`src/rtl/servo_pwm_multi.sv`:
```
// Multi-channel servo PWM generator.
// One shared frame counter feeds CHANNELS pulse lanes. Each lane holds a
// commanded target level and an applied level; the applied level walks toward
// the target by at most SLEW_STEP once per frame, at the frame boundary, so a
// pulse width never changes in the middle of a frame.
module servo_pwm_multi #(
   parameter int INPUT_FREQ   = 50_000_000,
   parameter int REFRESH_HZ   = 50,
   parameter int MIN_PULSE_NS = 1_000_000,
   parameter int MAX_PULSE_NS = 2_000_000,
   parameter int CHANNELS     = 4,
   parameter int CH_W         = 4,
   parameter int SLEW_STEP    = 1000,
   parameter int RESET_LEVEL  = 500
) (
   input  logic                i_clk,
   input  logic                i_rst_n,
   input  logic                i_enable,
   input  logic                i_cmd_valid,
   output logic                o_cmd_ready,
   input  logic [CH_W-1:0]     i_cmd_channel,
   input  logic [9:0]          i_cmd_level,
   output logic                o_cmd_err,
   output logic [CHANNELS-1:0] o_pwm_out,
   output logic                o_frame_start,
   output logic                o_settled
);

   localparam int PERIOD_COUNT = INPUT_FREQ / REFRESH_HZ;
   localparam int MIN_COUNT    = (INPUT_FREQ / 1_000_000) * (MIN_PULSE_NS / 1000);
   localparam int MAX_COUNT    = (INPUT_FREQ / 1_000_000) * (MAX_PULSE_NS / 1000);
   // Counter and pulse-width registers share one width wide enough for both.
   localparam int CNT_SPAN     = (PERIOD_COUNT > MAX_COUNT + 1) ? PERIOD_COUNT : MAX_COUNT + 1;
   localparam int CNT_W        = (CNT_SPAN > 2) ? $clog2(CNT_SPAN) : 1;
   localparam logic [9:0] STEP    = (SLEW_STEP >= 1000) ? 10'd1000 : 10'(SLEW_STEP);
   localparam logic [9:0] RST_LVL = 10'(RESET_LEVEL);
   localparam logic [9:0] LVL_MAX = 10'd1000;

   // Level-to-cycles mapping; 32-bit intermediate, truncating divide.
   function automatic logic [CNT_W-1:0] f_count(input logic [9:0] lvl);
      logic [31:0] v;
      v = 32'(MIN_COUNT) + (32'(MAX_COUNT - MIN_COUNT) * {22'd0, lvl}) / 32'd1000;
      return v[CNT_W-1:0];
   endfunction

   logic [CNT_W-1:0]    r_cnt;
   logic                r_frame_start;
   logic                r_cmd_err;
   logic                r_settled;
   logic                w_boundary;
   logic                w_ready;
   logic                w_xfer;
   logic                w_bad_ch;
   logic [9:0]          w_level;
   logic [CHANNELS-1:0] w_eq;
   logic [CHANNELS-1:0] w_pwm;

   // Last cycle of a running frame: the slew update happens at its closing edge.
   assign w_boundary = i_enable & (r_cnt == CNT_W'(PERIOD_COUNT - 1));
   // Target writes are refused in the boundary cycle so they never race the slew step.
   assign w_ready    = i_rst_n & ~w_boundary;
   assign w_xfer     = i_cmd_valid & w_ready;
   assign w_bad_ch   = (32'(i_cmd_channel) >= CHANNELS);
   assign w_level    = (i_cmd_level > LVL_MAX) ? LVL_MAX : i_cmd_level;

   // Shared frame counter; held at zero while disabled.
   always_ff @(posedge i_clk or negedge i_rst_n) begin
      if (!i_rst_n)
         r_cnt <= '0;
      else if (!i_enable || w_boundary)
         r_cnt <= '0;
      else
         r_cnt <= r_cnt + CNT_W'(1);
   end

   // Frame marker, registered so it lines up with the first pulse cycle.
   always_ff @(posedge i_clk or negedge i_rst_n) begin
      if (!i_rst_n)
         r_frame_start <= 1'b0;
      else
         r_frame_start <= i_enable & (r_cnt == '0);
   end

   // Error pulse for an accepted command addressed to a channel that does not exist.
   always_ff @(posedge i_clk or negedge i_rst_n) begin
      if (!i_rst_n)
         r_cmd_err <= 1'b0;
      else
         r_cmd_err <= w_xfer & w_bad_ch;
   end

   // Settled flag follows the lane compare one cycle later.
   always_ff @(posedge i_clk or negedge i_rst_n) begin
      if (!i_rst_n)
         r_settled <= 1'b1;
      else
         r_settled <= &w_eq;
   end

   for (genvar g = 0; g < CHANNELS; g++) begin : g_lane
      logic [9:0]       r_target;
      logic [9:0]       r_applied;
      logic [CNT_W-1:0] r_high;
      logic             r_pwm;
      logic             w_wr;
      logic [9:0]       w_up;
      logic [9:0]       w_dn;
      logic [9:0]       w_next;

      assign w_wr   = w_xfer & ~w_bad_ch & (32'(i_cmd_channel) == g);
      assign w_up   = r_target - r_applied;
      assign w_dn   = r_applied - r_target;
      // Next applied level: one rate-limited step toward the target.
      assign w_next = (r_target > r_applied) ? r_applied + ((w_up > STEP) ? STEP : w_up) :
                      (r_target < r_applied) ? r_applied - ((w_dn > STEP) ? STEP : w_dn) :
                                               r_applied;

      // Commanded target; the last accepted write wins.
      always_ff @(posedge i_clk or negedge i_rst_n) begin
         if (!i_rst_n)
            r_target <= RST_LVL;
         else if (w_wr)
            r_target <= w_level;
      end

      // Applied level and its pulse width change only at a frame boundary.
      always_ff @(posedge i_clk or negedge i_rst_n) begin
         if (!i_rst_n) begin
            r_applied <= RST_LVL;
            r_high    <= f_count(RST_LVL);
         end else if (w_boundary) begin
            r_applied <= w_next;
            r_high    <= f_count(w_next);
         end
      end

      // Registered pulse output, one cycle behind the counter.
      always_ff @(posedge i_clk or negedge i_rst_n) begin
         if (!i_rst_n)
            r_pwm <= 1'b0;
         else
            r_pwm <= i_enable & (r_cnt < r_high);
      end

      assign w_pwm[g] = r_pwm;
      assign w_eq[g]  = (r_target == r_applied);
   end

   assign o_cmd_ready   = w_ready;
   assign o_cmd_err     = r_cmd_err;
   assign o_pwm_out     = w_pwm;
   assign o_frame_start = r_frame_start;
   assign o_settled     = r_settled;

endmodule

```
`config.mk`:
```
export PLATFORM = sky130hd
export DESIGN_NAME = servo_pwm_multi
export DESIGN_NICKNAME = d
export VERILOG_FILES = /design/src/rtl/servo_pwm_multi.sv
export SDC_FILE = /design/constraint.sdc
export NUM_CORES = 2
export LEC_CHECK = 0
export ABC_AREA = 1
export BUFFER_PORTS_ARGS = -buffer_cell sky130_fd_sc_hd__buf_2
export CAP_MARGIN = 20
export CORE_ASPECT_RATIO = 0.7
export CORE_UTILIZATION = 35
export DETAILED_ROUTE_END_ITERATION = 8
export PLACE_DENSITY_LB_ADDON = 0.25
export SLEW_MARGIN = 20
export SYNTH_ARGS = -nofsm -noshare
export SYNTH_HDL_FRONTEND = slang
export SYNTH_SLANG_ARGS = --single-unit
```
`constraint.sdc`:
```
create_clock -name i_clk -period 14.3 [get_ports i_clk]
set_input_delay 0.715 -clock i_clk [delete_from_list [all_inputs] [get_ports i_clk]]
set_output_delay 0.715 -clock i_clk [all_outputs]
set_load 0.03 [all_outputs]
```
### After elaboration in Yosys (flattened, before gate mapping)

Cells that the tools add are included.

* flip-flop bits (word level): 187
* output and inout port bits: 8
* bits of input ports: 18
* word-level logic and storage cells: 118

* reductions and logical operators: 5
* order comparisons: 22
* multiply operators: 4
* add/subtract/negate cells: 21
* bitwise gates (word level): 16
* eq/ne operators: 8
* mux-type cells: 18
* div/mod/pow operators: 4

Operator list (number)
* two-way mux 10 bit: 17
* divider 26 x 10 -> 32 bit, second input constant: 4
* subtractor 10 bit: 12
* > comparator 10 bit, second input constant: 9
* multiplier 12 x 10 -> 22 bit, first input constant: 4
* adder 16 x 20 -> 20 bit, first input constant: 4
* < comparator 20 bit: 4
* adder 10 bit: 4
* equality test 10 bit: 4
* > comparator 10 bit: 4
* < comparator 10 bit: 4
* adder 20 x 1 -> 20 bit, second input constant: 1
* equality test 20 bit, second input constant: 1
* logical NOT 20 bit: 1
* two-way mux 20 bit: 1
* AND 1 bit: 14
* equality test 4 x 2 -> 1 bit, second input constant: 2
* equality test 4 x 1 -> 1 bit, second input constant: 1
* >= comparator 4 x 3 -> 1 bit, second input constant: 1
* logical NOT 4 bit: 1
* AND reduction 4 bit: 1
* NOT 1 bit: 2
* logical NOT 1 bit: 1
* logical OR 1 bit: 1

### Depth between registers and ports, before layout

* depth after elaboration: 9
* gate-level depth with buffers: 154
* gate-level depth less buffers: 153

### Least setup slack after synthesis

Ideal clock, no wire load.

* path kind: reg-to-reg
* start: register g_lane[2].r_target[2]
* end: register g_lane[2].r_high[0]
* library setup time: 0.120 ns
* required time: 14.180 ns
* path buffers: 1
* stages on the path, launching flop included: 138
* clock period less this slack: 15.885 ns
* data arrival time: 15.764 ns
* setup slack: -1.585 ns
* cell sequence: dfstp_2 -> inv_1 -> ha_1 -> clkbuf_1 -> nand2_1 -> o21ai_0 -> a21oi_1 -> nor2_1 -> nor2_1 -> o21ai_0 -> xor2_1 -> a211o_1 -> nor4_1 -> inv_1 -> nand2_1 -> ha_1 -> nand2_1 -> nor2_1 -> [102 not listed] -> inv_2 -> nor2_2 -> nand2_4 -> nand2_4 -> nand2_1 -> nand2_1 -> inv_1 -> ha_1 -> inv_1 -> nand3_1 -> nand2_1 -> nand2_1 -> nand2_1 -> nor2_1 -> nand3_1 -> nand3_1 -> o21ai_1 -> nand2_1

* longest elaborated chain between the ends: 9
* elaborated cells on any way between the ends: 15
* classes of those cells: 5 x add/sub; 1 x mul; 1 x div; 4 x order compare; 4 x mux

Ends and longest elaborated chain
* start: declaration: RTL line 101 `logic [9:0] r_target;`
* start signal: assignment: RTL line 123 `r_target <= w_level;`
* subtractor 10 bit: RTL line 112 `assign w_dn = r_applied - r_target;`
* > comparator 10 bit: RTL line 115 `(r_target < r_applied) ? r_applied - ((w_dn > STEP) ? STEP : w_dn) :`
* two-way mux 10 bit: RTL line 115
* subtractor 10 bit: RTL line 115
* two-way mux 10 bit: RTL line 115
* two-way mux 10 bit (*): RTL line 114 `assign w_next = (r_target > r_applied) ? r_applied + ((w_up > STEP) ? STEP : w_up) :`
* named net g_lane[2].w_next[9]: RTL line 108 `logic [9:0] w_next;`
* multiplier 12 x 10 -> 22 bit (*): RTL line 42 `v = 32'(MIN_COUNT) + (32'(MAX_COUNT - MIN_COUNT) * {22'd0, lvl}) / 32'd1000;`
* divider 26 x 10 -> 32 bit (*): RTL line 42
* adder 16 x 20 -> 20 bit (*): RTL line 42
* end signal: assignment: RTL line 130 `r_high <= f_count(RST_LVL);`
* end signal: assignment: RTL line 133 `r_high <= f_count(w_next);`
* end: declaration: RTL line 103 `logic [CNT_W-1:0] r_high;`

The timed path passes the listed nets; every way through them passes the cells marked *.
A chain may end at the register's enable or synchronous reset.

### Worst setup path after layout

* start: register g_lane[0].r_target[0]
* end: register g_lane[0].r_high[0]

* longest elaborated chain between the ends: 9
* elaborated cells on any way between the ends: 15
* classes of those cells: 5 x add/sub; 1 x mul; 1 x div; 4 x order compare; 4 x mux

Ends and longest elaborated chain (RTL line)
* start: declaration: 101
* start signal: assignment: 123
* subtractor 10 bit: 112
* > comparator 10 bit: 115
* two-way mux 10 bit: 115
* subtractor 10 bit: 115
* two-way mux 10 bit: 115
* two-way mux 10 bit (*): 114
* named net g_lane[0].w_next[9]: 108
* multiplier 12 x 10 -> 22 bit (*): 42
* divider 26 x 10 -> 32 bit (*): 42
* adder 16 x 20 -> 20 bit (*): 42
* end signal: assignment: 130
* end signal: assignment: 133
* end: declaration: 103

Marked as above.

==> impl_metrics.env <==
export IMPL_status="finished with violations"
export IMPL_failed_checks="setup timing"
export IMPL_max_freq_ghz=0.05981
export IMPL_routed_wl_um=142500
export IMPL_r2r_start="g_lane[0].r_target[0]$_DFFE_PN0P_"
export IMPL_gr_total_overflow=0
export IMPL_synth_main_ff_cell="dfrtp_1"
export IMPL_synth_area_leader_cell="ha_1"
export IMPL_synthTopCellsByArea="ha_1 16%, nand2_1 13%, inv_1 9.0%"
export IMPL_setup_violations=68
export IMPL_yosysWarningCount=0
export IMPL_skew_ps=21.58
export IMPL_port_buffer_count=25
export IMPL_clkSinkCount=179
export IMPL_hpwl_um=108800
export IMPL_htree_levels=4
export IMPL_cp_startpoint="g_lane[0].r_target[0]$_DFFE_PN0P_"
export IMPL_syn_to_final_growth_pct=57.23
export IMPL_final_layout_size_suffix_gt1_share_pct=46.87
export IMPL_grt_pass1_wl_um=226500
export IMPL_detailroute_via_count=47490
export IMPL_netlist_area_leader_share_pct=15.83
export IMPL_dieWidth_um=411.6
export IMPL_max_stage_delay_ps=550
export IMPL_drc=0
export IMPL_postSynthCellCount=6365
export IMPL_cts_tree="yes"
export IMPL_worstMarginPinSlew_ps=1127
export IMPL_critical_path_peak_fanout=7
export IMPL_gp_congestion=0.9106
export IMPL_syn_avg_cell_area_um2=6.457
export IMPL_firstDrtPassIters=7
export IMPL_grt_start_max_net_pins=67
export IMPL_multi_input_area_mm2=0.03854
export IMPL_slowest_stage="fa_1"
export IMPL_worstPathRequired_ps=14710
export IMPL_critPathArrivalTime_ps=17130
export IMPL_core_area_mm2=0.1157
export IMPL_relSlewSlack_pct=24.77
export IMPL_avgRoutedWirePerCell_um=14.56
export IMPL_cts_root_buf="clkbuf_16"
export IMPL_finalMaxSlewViolations=0
export IMPL_hp_class="in2async"
export IMPL_postCtsHoldBufs=0
export IMPL_rows=104
export IMPL_reg2reg_slack_ps=-2420
export IMPL_clk_latency_ps=520
export IMPL_synthArstFlopShare_pct=100.0
export IMPL_grt_pass1_vias=45470
export IMPL_dieHeight_um=288.7
export IMPL_netlist_top_cells_count="1463 x nand2_1, 984 x inv_1, 520 x ha_1"
export IMPL_grt_antenna_before_repair=3
export IMPL_hold_violations=0
export IMPL_syn_area_mm2=0.04110
export IMPL_fin_tns_setup_ps=-75280
export IMPL_layout_worst_path_cycle_share_pct=116.9
export IMPL_initial_core_util_pct=35.53
export IMPL_fillers=10530
export IMPL_ios=26
export IMPL_synth_most_common_cell="nand2_1"
export IMPL_rsz0062_at_grt="true"
export IMPL_cap_violations=0
export IMPL_grt_use_total_pct=22.89
export IMPL_place_ws_ps=-2694
export IMPL_end_kind="flip-flop"
export IMPL_synth_edf_count=0
export IMPL_hold_slack_ps=235.8
export IMPL_vias_per_cell=4.852
export IMPL_ys_seq_elements=179
export IMPL_drtIter0Drc=2928
export IMPL_syn_nets=6991
export IMPL_fin_ws_ps=-2419
export IMPL_cts_buffers=17
export IMPL_cpMostUsedCell="nand2_4"
export IMPL_seq_area_mm2=0.004583
export IMPL_ant_nets=0
export IMPL_layout_min_cycle_time_ps=16720
export IMPL_crit_path_start_kind="flip-flop"
export IMPL_ctsLongestPathBuffers=2
export IMPL_path_class="reg2reg"
export IMPL_ys_types=81
export IMPL_dieArea_mm2=0.1188
export IMPL_cts_reportedPaths_clkPinSlew_ps=80
export IMPL_ys_seq_area_share_pct=11.14
export IMPL_layout_nets=8862
[timing repair]
item,4_1_cts,5_1_grt
resized for setup,724,662
setup endpoints to repair,68,68
buffers inserted,246,113
cloned,0,0
pin swaps,483,577
[registers in the layout (all words and copies together) (netlist names)]
signal / count
o_cmd_err: 1
g_lane.r_applied: 40
r_cnt: 20
o_frame_start: 1
g_lane.r_high: 72
g_lane.r_pwm: 4
o_settled: 1
g_lane.r_target: 40
[metal layers]
layer / global-route usage [%] / up-vias / part of all wire, %
met5: 0 / - / 0
met4: 3.086 / 0 / 1.1
met3: 2.702 / 110 / 4.7
met2: 35.85 / 929 / 44
met1: 34.02 / 22170 / 50
li1: - / 24280 / -
[area by class of cell]
class                      count  area share (%)
sequential                   179           7.092
tap                         1537           2.976
clock inverter                13          0.2478
clock buffer                  19          0.6854
multi-input combinational   5004           59.64
antenna                        1        0.003872
inverter                    1119           6.678
timing repair buffer        1915           22.68
[kinds of logic (layout without fill, tap and decap cells)]
logic type	count (synthesis)	in the layout	share of synthesized area (%)
compound gates	917	917	13.13
xor+xnor	273	273	5.872
fa+ha+maj	608	608	20.12
buf+inv	1182	3066	11.07
flops	179	179	11.14
mux	1	1	0.02435
other cells	0	1	0
simple gates	3205	3205	38.65
[placed cells by master (no fill, tap or decap), drive strengths merged, types with 24 or more instances in the layout]
cell | synthesis | layout
dfstp | 81 | 81
nand2 | 1868 | 1868
dfrtp | 98 | 98
nor2 | 514 | 514
o21ai | 430 | 430
nor3 | 46 | 46
fa | 88 | 88
xnor2 | 48 | 48
or2 | 33 | 33
a21oi | 296 | 296
buf | 12 | 1914
nand4 | 87 | 87
o211ai | 26 | 26
inv | 1102 | 1112
xor2 | 225 | 225
nand3 | 583 | 583
ha | 520 | 520
o21bai | 44 | 44
nand3b | 47 | 47
a21o | 24 | 24
[metrics by stage]
step,std cells,util [%],area [um^2]
CTS,9674,52.77,61040
detailed placement,9400,48.11,55650
finish,9787,55.86,64620
global route,9786,55.86,64620
global placement,9400,48.10,55640
floorplan,6365,-,42320
[final timing paths]
check                                                     end  depth (start not counted)
max                           g_lane[0].r_high[0]$_DFFE_PN0P_                        132
min                         g_lane[0].r_target[0]$_DFFE_PN0P_                          1
max reg2reg                   g_lane[0].r_high[0]$_DFFE_PN0P_                        132
min reg2reg                   g_lane[1].r_high[4]$_DFFE_PN1P_                          2
max in group asynchronous  g_lane[2].r_applied[9]$_DFFE_PN0P_                          3
min in group i_clk                         r_cnt[4]$_DFF_PN0_                          3
[critical path, delay by kind of cell (launching register included)]
family,cells,cell delay (ps)
AOI/OAI and AO/OA,19,3290
xor gates and xnor gates,2,340
adders and majority gates,9,3040
buffers and inverters,24,1810
DFF,1,400
and+or+nand+nor,78,7650
Power is left out: the tool's default activity adds up to more than one toggle a clock period on the data nets, which glitch-free logic cannot reach.
